<file path="src/rtl/quant_packer.sv">
// rtl/quant_packer.sv - packs variable-width requantized samples into 16-bit words behind a FWFT FIFO
module quant_packer #(
  parameter int FIFO_DEPTH = 4
) (
  input  logic        clock,
  input  logic        reset,
  input  logic [4:0]  Nquant,
  input  logic [17:0] datain,
  input  logic        endatain,
  input  logic        flush,
  output logic [15:0] dataout,
  output logic        dataout_valid,
  input  logic        dataout_ready,
  output logic        overflow
);

  localparam int AW = (FIFO_DEPTH > 1) ? $clog2(FIFO_DEPTH) : 1;
  localparam logic [AW:0] C_DEPTH = (AW + 1)'(FIFO_DEPTH);

  typedef enum logic {ST_ACCUM, ST_FLUSH_PEND} state_t;

  state_t       r_state;
  logic [47:0]  r_acc;
  logic [5:0]   r_bitcnt;
  logic         r_overflow;

  logic [15:0]  r_mem [FIFO_DEPTH];
  logic [AW-1:0] r_wptr;
  logic [AW-1:0] r_rptr;
  logic [AW:0]  r_count;

  logic [4:0]   w_n;
  logic [17:0]  w_din_mask;
  logic         w_app;
  logic         w_pop;
  logic         w_can_push;
  logic         w_drain;
  logic         w_pad;
  logic         w_push;
  logic [5:0]   w_after;
  logic [6:0]   w_sum;
  logic         w_take;
  logic [5:0]   w_cnt_next;
  logic [15:0]  w_drain_word;
  logic [15:0]  w_pad_word;
  logic [15:0]  w_push_word;

  // Widths above 18 saturate; zero width turns the strobe into a no-op.
  always_comb begin
    w_n = Nquant;
    if (Nquant > 5'd18) begin
      w_n = 5'd18;
    end
  end

  assign w_din_mask = datain & (18'h3FFFF >> (5'd18 - w_n));
  assign w_app      = endatain && (w_n != 5'd0);

  assign w_pop      = (r_count != '0) && dataout_ready;
  assign w_can_push = (r_count != C_DEPTH) || w_pop;

  assign w_drain    = (r_bitcnt >= 6'd16) && w_can_push;
  assign w_after    = r_bitcnt - (w_drain ? 6'd16 : 6'd0);
  assign w_sum      = {1'b0, w_after} + {2'b00, w_n};
  assign w_take     = w_app && (w_sum <= 7'd48);

  // Padding only fires on a strobe-free cycle so a coincident sample is never split.
  assign w_pad      = (r_state == ST_FLUSH_PEND) && (r_bitcnt != 6'd0) &&
                      (r_bitcnt < 6'd16) && !endatain && w_can_push;
  assign w_push     = w_drain || w_pad;

  assign w_cnt_next = w_pad ? 6'd0 : (w_take ? w_sum[5:0] : w_after);

  // Oldest unsent bit sits at acc[bitcnt-1]; bits above it are stale and ignored.
  assign w_drain_word = 16'(r_acc >> (r_bitcnt - 6'd16));
  assign w_pad_word   = 16'(r_acc << (6'd16 - r_bitcnt));
  assign w_push_word  = w_drain ? w_drain_word : w_pad_word;

  always_ff @(posedge clock) begin
    if (reset) begin
      r_state    <= ST_ACCUM;
      r_acc      <= '0;
      r_bitcnt   <= '0;
      r_overflow <= 1'b0;
    end else begin
      r_bitcnt <= w_cnt_next;
      if (w_take) begin
        r_acc <= (r_acc << w_n) | {30'b0, w_din_mask};
      end
      if (w_app && !w_take) begin
        r_overflow <= 1'b1;
      end
      case (r_state)
        ST_ACCUM: begin
          if (flush && (w_cnt_next != 6'd0)) begin
            r_state <= ST_FLUSH_PEND;
          end
        end
        ST_FLUSH_PEND: begin
          if (w_cnt_next == 6'd0) begin
            r_state <= ST_ACCUM;
          end
        end
        default: r_state <= ST_ACCUM;
      endcase
    end
  end

  // Full FIFO may still accept a word when the head leaves in the same cycle.
  always_ff @(posedge clock) begin
    if (reset) begin
      r_wptr  <= '0;
      r_rptr  <= '0;
      r_count <= '0;
    end else begin
      if (w_push) begin
        r_mem[r_wptr] <= w_push_word;
        r_wptr        <= r_wptr + 1'b1;
      end
      if (w_pop) begin
        r_rptr <= r_rptr + 1'b1;
      end
      case ({w_push, w_pop})
        2'b10:   r_count <= r_count + 1'b1;
        2'b01:   r_count <= r_count - 1'b1;
        default: r_count <= r_count;
      endcase
    end
  end

  assign dataout_valid = (r_count != '0);
  assign dataout       = dataout_valid ? r_mem[r_rptr] : 16'h0000;
  assign overflow      = r_overflow;

endmodule
</file>
<file path="config.mk">
export PLATFORM = sky130hd
export DESIGN_NAME = quant_packer
export DESIGN_NICKNAME = d
export VERILOG_FILES = /design/src/rtl/quant_packer.sv
export SDC_FILE = /design/constraint.sdc
export NUM_CORES = 1
export LEC_CHECK = 0
export BUFFER_PORTS_ARGS = -buffer_cell sky130_fd_sc_hd__clkbuf_2
export CAP_MARGIN = 0
export CORE_UTILIZATION = 40
export DETAILED_ROUTE_END_ITERATION = 12
export PLACE_DENSITY = 0.65
export SYNTH_ARGS = -nofsm -noshare
export SYNTH_HDL_FRONTEND = slang
export SYNTH_SLANG_ARGS = --single-unit
export TNS_END_PERCENT = 30
</file>
<file path="constraint.sdc">
create_clock -name clock -period 3.9 [get_ports clock]
set_clock_uncertainty 0.1 [all_clocks]
set_input_delay 0.78 -clock clock [delete_from_list [all_inputs] [get_ports clock]]
set_output_delay 0.78 -clock clock [all_outputs]
set_load 0.05 [all_outputs]
</file>
* Word-level counts from Yosys, hierarchy flattened
Memories as Yosys holds them, arrays and structs flattened. A register that Yosys moved wholly into a read port is not among the register bits.
Cells that the tools add are included.
** Cells by class
- Order comparisons :: 4
- Reductions and logical operators :: 20
- Mux-type cells :: 15
- Add/sub/neg operators :: 9
- Equality and inequality tests :: 3
- Shift operators :: 4
- Bitwise gates (word level) :: 3
** Operators by type and width (count)
- OR 48 x 18 -> 48 bit :: 1
- << shifter 48 x 5 -> 48 bit :: 1
- << shifter 48 x 6 -> 16 bit :: 1
- right shift 48 x 6 -> 16 bit :: 1
- two-way mux 16 bit :: 2
- bitwise AND 18 bit :: 1
- right shift 18 x 5 -> 18 bit (first input constant) :: 1
- two-way mux 6 bit :: 2
- nonzero test 6 bit :: 2
- logical AND 1 bit :: 10
- two-way mux 5 bit :: 2
- adder 6 x 5 -> 7 bit :: 1
- less-or-equal comparator 7 x 6 -> 1 bit (second input constant) :: 1
- greater-or-equal comparator 6 x 5 -> 1 bit (second input constant) :: 1
- logical NOT 6 bit :: 1
- less-than comparator 6 x 5 -> 1 bit (second input constant) :: 1
- case mux 3 bit (2 select lines) :: 1
- subtractor 5 x 6 -> 6 bit (first input constant) :: 1
- subtractor 6 x 5 -> 6 bit :: 1
- subtractor 6 x 5 -> 6 bit (second input constant) :: 1
- greater-than comparator 5 bit (second input constant) :: 1
- two-way mux 1 bit :: 5
- nonzero test 5 bit :: 1
- subtractor 5 bit (first input constant) :: 1
- 13 further kinds :: 17
** Word-level totals
- Logic and storage cells :: 66
- Output and inout bits :: 18
- Memories kept :: 1
- Input bits :: 28
- Bits in registers :: 63
- RAM bits :: 64
** Memories
- r_mem :: words 4, width 16, read ports 1, clocked after memory_dff 1, wr ports 1, line 27 : logic [15:0] r_mem [FIFO_DEPTH];

* Longest topological paths before layout
- Depth after elaboration :: 15
- Gate-level depth with buffers :: 18
- Depth with buffers taken out :: 13

* Worst setup path before layout
OpenSTA, ideal clock, no wires.
- Kind :: input to register
- From :: in Nquant[2]
- To :: reg r_acc[40]
- Path buffers :: 4
- Required time :: 3.714 ns
- Path slack :: -0.085 ns
- Setup time :: 0.086 ns
- Data arrival time :: 3.799 ns
- Cell stages on the path :: 15
- Cell sequence :: buf_2 -> or4b_4 -> buf_6 -> nand2_8 -> ha_1 -> inv_1 -> fa_1 -> xor2_1 -> nand3b_1 -> a211oi_1 -> o41a_1 -> buf_2 -> buf_1 -> a21oi_1 -> a211oi_1
** Between the ends
- Word-level cells in the longest chain between the ends :: 5
- Elaborated cells between the ends (all ways) :: 9
- Those cells by class :: add/sub: 1; order compare: 2; shift: 1; mux: 1; bitwise: 1; reduce/logical: 3
** RTL lines
- start: declaration :: line 7 : input logic [4:0] Nquant,
- greater-than comparator 5 bit :: line 51 : if (Nquant > 5'd18) begin
- two-way mux 5 bit * :: line 51
- adder 6 x 5 -> 7 bit or nonzero test 5 bit (tied branches) :: line 64, 57
- less-or-equal comparator 7 x 6 -> 1 bit or logical AND 1 bit (tied branches) :: line 65, 57
- logical AND 1 bit :: line 65 : assign w_take = w_app && (w_sum <= 7'd48);
- end signal: assignment :: line 88 : r_acc <= (r_acc << w_n) | {30'b0, w_din_mask};
- end: declaration :: line 23 : logic [47:0] r_acc;
Every way passes the cells marked *; elsewhere a longest branch is shown, timed or not.
A chain may end at the register's enable or synchronous reset.

* Worst setup path in the final report
- From :: in Nquant[3]
- To :: reg r_acc[17]
** Between the ends
- Word-level cells in the longest chain between the ends :: 6
- Elaborated cells between the ends (all ways) :: 12
- Those cells by class :: add/sub: 2; order compare: 2; shift: 2; mux: 1; bitwise: 2; reduce/logical: 3
** RTL lines
- greater-than comparator 5 bit :: line 51
- two-way mux 5 bit * :: line 51
- subtractor 5 bit :: line 56 : assign w_din_mask = datain & (18'h3FFFF >> (5'd18 - w_n));
- right shift 18 x 5 -> 18 bit :: line 56
- bitwise AND 18 bit :: line 56
- OR 48 x 18 -> 48 bit :: line 88
Marked as above.

==> run_results.csv <==
group,metric,value,unit
setup_path,slowest_delay,580,ps
timing,timing.final.crit_period,3650,ps
setup_path,worst_ep_arrival_time,3890,ps
setup_path,crit_type,"in2reg",
floorplan,num_rows,62,
routing,drcViolationCount,0,
cts,holdBufCountCts,0,
place,postPlaceCellArea,12600,µm²
global_routing,grt_overflow,0,
layout,mostFrequentLayoutCells,"124 x nand2_1, 97 x a21oi_1, 90 x buf_4",
routing,routedWlPerCell,25.6,µm
yosys,synth_seq_area_share,27.7,%
setup_path,crit_fanout,30,
setup_path,slowest_stage,"or4b_4",
yosys,ys_ff_latch,129,
global_routing,grtUsageTotal,29.2,%
place,routabilityCongestion,1.03,
timing,fin_crit_sh,93.7,%
routing,first_iter_violations,1276,
yosys,synth_flop_cell,"dfxtp_1",
place,numPortBuffers,45,
cts,clockBufferDepth,2,
cts,path_clk_slew,70,ps
cts,postCtsSetupBuffers,0,
yosys,synth-edff-count,64,
layout,fin_nets,1370,
timing,fmax,274,MHz
floorplan,core-area,28700,µm²
timing,rsz0062_at_grt,"false",
yosys,syn_area_per_cell,8.95,µm²
power,total_power,11.1,mW
layout,syn_to_final_growth,13.3,%
yosys,async_flop_share,0,%
timing,final_hold_viol_count,0,
outcome,status,"completed",
layout,multi_input_area,7690,µm²
setup_path,worstPathRequired,4130,ps
floorplan,start_util,40.6,%
job,maxCapViolations,0,
global_routing,grt_pass1_vias,11030,
setup_path,endpoint_kind,"flip-flop",
yosys,synth_top_area_cell,"edfxtp_1",
routing,via_per_inst,6.75,
floorplan,io_pins,46,
setup_path,start_kind,"input port",
global_routing,grt_max_degree,78,
timing,setup_viol,0,
cts,clk_latency,450,ps
min_path,hold_class,"reg2reg",
layout,fill_cells,2818,
timing,maxSlewHeadroom,34.1,%
power,leakage,4.74,nW
layout,layout_commonest_cell,"nand2_1",
yosys,synth_top_cell_area_share,16.5,%
layout,regArea,3230,µm²
power,power_density,840,nW/µm²
cts,cts_buffers,17,
yosys,synthCells,1302,
place,placed_cells,1687,
global_routing,antenna_found_initial,0,
routing,wl,44000,µm
routing,postRouteAntennaNets,0,
yosys,syn_nets,1350,
cts,cts_sinks,129,
power,irDropWorstVdd,0.000413,V
yosys,synth_cell_types,81,
cts,cts-root-buf,"clkbuf_16",
cts,cts-resized-gates,0,
cts,cts_max_level,4,
routing,drt_pass1_iterations,6,
floorplan,fp.dieW,173,µm
layout,layout.cells.non_filler,1719,
timing,tightest_slew,986,ps
cts,cts_tree,"done",
yosys,synth_area_leaders,"edfxtp_1 16%, mux4_2 13%, dfxtp_1 11%",
timing,slew_violations,0,
yosys,ys_warn_count,0,
floorplan,die_y,173,µm
global_routing,grt_pass1_wl,67600,µm
place,hpwl,31500,µm
layout,n_antenna_cell,0,
yosys,synthesis.area,11600,µm²
setup_path,path_cells,"clkbuf_2, or4b_4, nand2_8, ha_1, inv_1, fa_1, xor2_1, nand3b_1, a211oi_1, o41a_1, buf_12, a21oi_1, a311oi_1",
layout,drive_gt1_share,21.0,%
routing,vias,11595,
floorplan,die-area,29800,µm²
layout,design_area,13200,µm²
-- registers in the layout, indices dropped and copies added (netlist names), named ones only --
name and count:
r_wptr 2, r_acc 48, r_state 1, r_count 3
r_rptr 2, overflow 1, r_mem 64, r_bitcnt 6
-- final cells by class --
type | instances | area share (%)
Clock buffer | 17 | 3.22
Timing Repair Buffer | 142 | 7.89
Inverter | 37 | 1.07
Tap cell | 384 | 3.64
Multi-Input combinational cell | 995 | 58.3
Clock inverter | 15 | 1.44
Sequential cell | 129 | 24.5
-- kinds of logic (layout without fill, tap and decap cells) --
| kind of cell | Yosys count | after routing | synth area share, % |
|---|---|---|---|
| simple gates | 361 | 361 | 15.0 |
| fa+ha+maj | 20 | 20 | 2.28 |
| mux | 156 | 156 | 20.7 |
| buf+inv | 178 | 211 | 6.33 |
| compound gates | 439 | 439 | 26.6 |
| xor+xnor | 19 | 19 | 1.43 |
| flops | 129 | 129 | 27.7 |
-- worst paths after layout --
| path | startpoint | end | slack, ps | depth (start not counted) |
|---|---|---|---|---|
| min | overflow | overflow | 390 | 2 |
| max | Nquant[3] | r_acc[17] | 250 | 13 |
| min reg2reg | overflow | overflow | 390 | 2 |
| max reg2reg | r_bitcnt[5] | r_acc[25] | 450 | 13 |
-- routing by layer --
| metal | share of wire [%] | global-route usage [%] | vias up |
|---|---|---|---|
| li1 | - | - | 5125 |
| met1 | 40 | 38.5 | 5578 |
| met2 | 45 | 46.0 | 751 |
| met3 | 10 | 5.85 | 141 |
| met4 | 4.3 | 13.5 | 0 |
| met5 | 0 | 0 | - |
-- report_power, final --
part / total [mW] / internal, mW / leakage, nW / switching (mW)
registers: 2.63 / 1.93 / 1.12 / 0.702
clock network: 1.72 / 0.927 / 0.302 / 0.789
logic: 6.75 / 2.70 / 3.32 / 4.04
total: 11.1 / 5.56 / 4.74 / 5.54
-- metrics by stage --
step | worst slack, ps | util (%) | hold slack, ps | TNS, ps
3_5_place_dp | -159 | 43.8 | 385 | -3790
4_1_cts | 288 | 46.0 | 396 | 0
3_3_place_gp | -71.7 | 43.8 | 376 | -876
2_1_floorplan | -33.5 | - | 361 | -363
5_1_grt | 9.29 | 46.0 | 443 | 0
6_report | 247 | 46.0 | 395 | 0
-- worst max-delay path: cells and delay by family --
| family | cells | cell delay, ps |
|---|---|---|
| buffers and inverters | 3 | 380 |
| adder cells (fa/ha/maj) | 2 | 580 |
| AO/OA/AOI/OAI | 4 | 1080 |
| XOR/XNOR | 1 | 220 |
| AND/OR/NAND/NOR | 3 | 810 |
-- Yosys cell counts (21+ instances only) --
cell	count
edfxtp_1	64
o21ai_0	44
inv_1	31
and2_1	22
o221ai_1	21
o211ai_1	25
nor2_1	79
o22ai_1	38
nand3_1	41
a21oi_1	97
dfxtp_1	65
a211oi_1	35
buf_2	23
mux2i_1	71
nand2_1	124
clkbuf_1	91
mux4_2	66
Note: power is estimated with default switching activity, not from simulation.
